File: src/rtl/channel_frame_packer.sv
// channel_frame_packer: gathers serial per-channel samples into a packed parallel frame.
// Latency: frame_valid rises on the cycle after the edge that accepts the last channel.
// Backpressure: s_ready is registered-state only; it drops while a completed frame waits behind a held one.
//
// Ports:
//   clk, rst                       clock and synchronous active-high reset
//   s_valid/s_ready/s_data/s_first sample input stream; s_first tags channel 0
//   frame_out/frame_valid/frame_ready  packed frame output (index i = channel i)
//   err_resync                     one-cycle pulse when a partial frame is dropped
//   err_count                      saturating resync count
//
// Optional feature: define MARTIN_RESYNC_COUNT_EN to build the 8-bit saturating
// resync counter behind err_count; otherwise err_count is constant zero.

module channel_frame_packer #(
  parameter int CHANNELS         = 8,
  parameter int BITS_PER_CHANNEL = 8
) (
  input  logic                                       clk,
  input  logic                                       rst,
  input  logic                                       s_valid,
  output logic                                       s_ready,
  input  logic [BITS_PER_CHANNEL-1:0]                s_data,
  input  logic                                       s_first,
  output logic [CHANNELS-1:0][BITS_PER_CHANNEL-1:0]  frame_out,
  output logic                                       frame_valid,
  input  logic                                       frame_ready,
  output logic                                       err_resync,
  output logic [7:0]                                 err_count
);

  localparam int IW = $clog2(CHANNELS);
  localparam logic [IW-1:0] LAST = IW'(CHANNELS - 1);

  typedef enum logic {
    FILL = 1'b0,
    FULL = 1'b1
  } state_t;

  typedef logic [CHANNELS-1:0][BITS_PER_CHANNEL-1:0] frame_t;

  state_t          state_q, state_d;
  logic [IW-1:0]   idx_q, idx_d;
  frame_t          fill_q, fill_d;
  frame_t          out_q, out_d;
  logic            vld_q, vld_d;
  logic            resync_q, resync_d;

  logic            accept;
  logic            slot_free;

  // FULL is the only stall state, so s_ready never sees frame_ready.
  assign s_ready   = (state_q == FILL) && !rst;
  assign accept    = s_valid && s_ready;
  // The output slot can take a new frame if it is empty or being drained now.
  assign slot_free = !vld_q || frame_ready;

  always_ff @(posedge clk) begin
    if (rst) begin
      state_q  <= FILL;
      idx_q    <= '0;
      fill_q   <= '0;
      out_q    <= '0;
      vld_q    <= 1'b0;
      resync_q <= 1'b0;
    end else begin
      state_q  <= state_d;
      idx_q    <= idx_d;
      fill_q   <= fill_d;
      out_q    <= out_d;
      vld_q    <= vld_d;
      resync_q <= resync_d;
    end
  end

  always_comb begin
    state_d  = state_q;
    idx_d    = idx_q;
    fill_d   = fill_q;
    out_d    = out_q;
    // A drain with nothing new to load empties the slot.
    vld_d    = vld_q && !frame_ready;
    resync_d = 1'b0;

    case (state_q)
      FILL: begin
        if (accept) begin
          if (s_first && (idx_q != '0)) begin
            // Resync wins over completion, even at the last slot. Stale slots
            // above 0 are harmless: a frame is only released after a full refill.
            fill_d[0] = s_data;
            idx_d     = IW'(1);
            resync_d  = 1'b1;
          end else if (idx_q == LAST) begin
            if (slot_free) begin
              // Bypass the fill buffer so back-to-back frames have no bubble.
              out_d       = fill_q;
              out_d[LAST] = s_data;
              vld_d       = 1'b1;
              idx_d       = '0;
            end else begin
              fill_d[LAST] = s_data;
              state_d      = FULL;
            end
          end else begin
            fill_d[idx_q] = s_data;
            idx_d         = idx_q + IW'(1);
          end
        end
      end

      FULL: begin
        if (slot_free) begin
          out_d   = fill_q;
          vld_d   = 1'b1;
          idx_d   = '0;
          state_d = FILL;
        end
      end

      default: begin
        state_d = FILL;
      end
    endcase
  end

  assign frame_out   = out_q;
  assign frame_valid = vld_q;
  assign err_resync  = resync_q;

`ifdef MARTIN_RESYNC_COUNT_EN
  logic [7:0] cnt_q;

  // Counts in step with the err_resync pulse; sticks at 255 until reset.
  always_ff @(posedge clk) begin
    if (rst) begin
      cnt_q <= 8'd0;
    end else if (resync_d && (cnt_q != 8'hFF)) begin
      cnt_q <= cnt_q + 8'd1;
    end
  end

  assign err_count = cnt_q;
`else
  assign err_count = 8'd0;
`endif

endmodule

File: config.mk
export PLATFORM = sky130hd
export DESIGN_NAME = channel_frame_packer
export DESIGN_NICKNAME = d
export VERILOG_FILES = /design/src/rtl/channel_frame_packer.sv
export SDC_FILE = /design/constraint.sdc
export NUM_CORES = 1
export LEC_CHECK = 0
export BUFFER_PORTS_ARGS = -buffer_cell sky130_fd_sc_hd__buf_2
export CORE_UTILIZATION = 50
export CTS_CLUSTER_DIAMETER = 100
export DETAILED_ROUTE_END_ITERATION = 6
export PLACE_DENSITY = 0.79
export SYNTH_ARGS = -nofsm -noshare
export SYNTH_HDL_FRONTEND = slang
export SYNTH_SLANG_ARGS = --single-unit
File: constraint.sdc
create_clock -name clk -period 2.78 [get_ports clk]
set_input_delay 0.417 -clock clk [delete_from_list [all_inputs] [get_ports clk]]
set_output_delay 0.417 -clock clk [all_outputs]
set_load 0.005 [all_outputs]
==> impl_results.md <==
- Status: completed
- Wire per inst: 16.1 um
- # hold bufs at CTS: 0
- Port bufs: 79
- Clock root buffer: clkbuf_8
- Setup tns final: 0 ps
- CP Max Fanout: 16
- R2R cell count: 6
- Unrepaired setup endpoints after global routing: false
- Largest net degree at the start of global routing: roughly 150
- Max Cap Violations: 0
- Final setup violation count: 0
- Crit Reg-Reg Startpoint: idx_q[0]
- Number of fillers in the final layout: 888
- Post-synthesis sequential area ratio: 0.501
- CP Capture Point: fill_q[51]
- End-of-flow core utilization: 0.615
- Drt drc: 0
- # diodes: 0
- Worst clock skew: just over 7 ps
- TritonCTS Sinks: 134
- CP startpoint kind: register
- I/O Pins: between 80 and 90
- Row cnt: 37
- Synthesized cell area: approximately 5400 um2
- VDD IR-drop max: 446 uV
- Post-CTS Resized: 0
- Critical Path Start: idx_q[0]
- Fraction of layout cells with a size suffix above 1: 0.202
- Final Cycle Share: 0.885
- Commonest cells after routing, fill and taps aside: 134 x dfxtp_1, 85 x o21ai_0, 78 x buf_2, 73 x a21oi_1, 56 x nand3_1
- Commonest non-fill, non-tap cell in the layout: dfxtp_1
- CTS H-Tree Depth: 4
- Gr usage total: 0.239
- Area occupied by multi-input gates: 2410 um2
- WP data required: 3170 ps
- Routed Antenna Nets: 0
- Mapped Avg Cell Area: 9.01 um2
- Synth-to-Final Area Change: 19.0%
- Clock Latency Late Sink: 520 ps
- Pre-Repair DR Iteration Count: 5
- Sequential cell area: approximately 2700 um2
- Yosys cell types: 36
- GRT Residual Overflow: 0
- Via count: ~4600
- Number of global-route vias before repair: ~4300
- Final WL: 12.9 mm
- Non-Filler Instances: 800
- Total CTS buffers: 17
- Power per cell area: approximately 680 nW/um2
- Worst-margin pin slew: about 1300 ps
- Synth warn: 0
- Yosys top cell area share: 0.501
- Gpl congestion: 0.889
- R2R setup slack: about 320 ps
- Hpwl dp: 8.45 mm
- DIE WIDTH: 106 um
- Initial antenna violation count: 0
- Pins Over Slew Limit: 0
- Fmax: approximately 410 MHz
- Via density: about 5.7
- CTS max path bufs: 2
- Final hold viol count: 0
- Crit end category: register
- Critical Path AT: about 2900 ps
- Syn Inst Count: 595
- Flops & latches, synth: roughly 130
- Minimum clock period: ~2500 ps
- Post-Place Cells: roughly 770
- HP Class: in2reg
- Clock slew at reported path FFs: roughly 60 ps
- DRT iter0 DRCs: approximately 290
- Core footprint: slightly above 10000 um2
- P_leak: 2.41 nW
- Slew HR: 0.152
- Type of the worst setup path: reg2reg
- Initial Utilization: 0.517
- Post-CTS Repair Setup Buffers: 0
- Cell accounting for the most synthesized area: dfxtp_1
- Fin nets: ~670
- Die area: around 11000 um2
- Critical R2R Capture: fill_q[51]
- Synth top area cells: dfxtp_1 50%, o21ai_0 8.0%, a21oi_1 6.8%
- TritonCTS clock tree: built
- Die height: about 110 um
- First-pass GRT wire length: 20.8 mm
==> Yosys cell counts <==
library cell	instances
clkbuf_1	46
buf_2	6
a31oi_1	3
nor2b_1	3
nor3_1	1
nor3b_1	1
o21a_1	1
nor4_1	1
buf_4	8
nand2_1	6
a32o_1	2
o21ai_1	4
buf_1	3
nand2b_1	31
or3b_2	2
o21ai_0	86
nand4b_1	1
dfxtp_1	134
and3b_1	2
or3b_1	3
nor2_1	28
a211oi_1	8
nand3b_1	26
and2_1	1
conb_1	1
inv_1	2
nand4_1	8
ha_1	4
or4_1	1
nor4_4	2
a21oi_1	73
nand3_1	56
a21o_1	2
a221o_1	1
mux2i_1	36
buf_6	2
==> per-stage QoR <==
step	area [um2]	worst slack (ps)	power [mW]	hold slack, ps
3_5_place_dp	5790	393	2.16	459
3_3_place_gp	5790	554	2.16	459
6_report	6380	320	4.35	229
2_1_floorplan	5390	587	2.12	443
5_1_grt	6380	199	4.49	211
4_1_cts	6380	352	4.37	212
==> sequential cells by signal (all words and copies together) (netlist names) <==
register,count
err_resync,1
state_q,1
fill_q,64
frame_out,64
frame_valid,1
idx_q,3
==> critical path, stage by stage (launching register included) <==
cell and delay, ps:
dfxtp_1 410, ha_1 280, ha_1 270, or3b_2 520
or3b_1 570, nand3b_1 180, o21ai_0 100
==> routing by layer <==
layer	share of wire	track usage	wire length [um]
met1	0.43	0.297	5560
met4	0.019	0.0873	240
met2	0.48	0.393	6200
met5	0	0	0
met3	0.068	0.0693	878
==> cells by family after synthesis <==
logic type,Yosys count,share of synthesized area
buf+inv,67,0.0567
compound gates,180,0.177
flops,134,0.501
fa+ha+maj,4,0.00934
other cells,1,0.000700
mux,36,0.0672
simple gates,173,0.189
==> how the worst min path moves through the flow <==
stage	startpoint	cells past startpoint	slack, ps	to
floorplan	fill_q[10]	2	440	frame_out[10]
global placement	fill_q[23]	2	460	frame_out[23]
CTS	s_data[3]	3	210	fill_q[19]
finish	s_data[3]	3	230	fill_q[19]
global route	s_data[3]	3	210	fill_q[27]
detailed placement	fill_q[21]	2	460	frame_out[21]
==> area by class of cell <==
cell class / count / share of cell area
Multi-Input combinational cell: 401 / 0.378
Clock buffer: 17 / 0.0649
Tap cell: 136 / 0.0267
Clock inverter: 15 / 0.0277
Inverter: 2 / 0.00118
Timing Repair Buffer: 95 / 0.0812
Sequential cell: 134 / 0.421
==> where the power goes <==
part           leakage (nW)  switching [mW]  internal, mW
sequential             1.08          0.0108          1.93
combinational          1.05           0.127        0.0551
clock                 0.285           0.854          1.37
(Power assumes the default switching activity.)
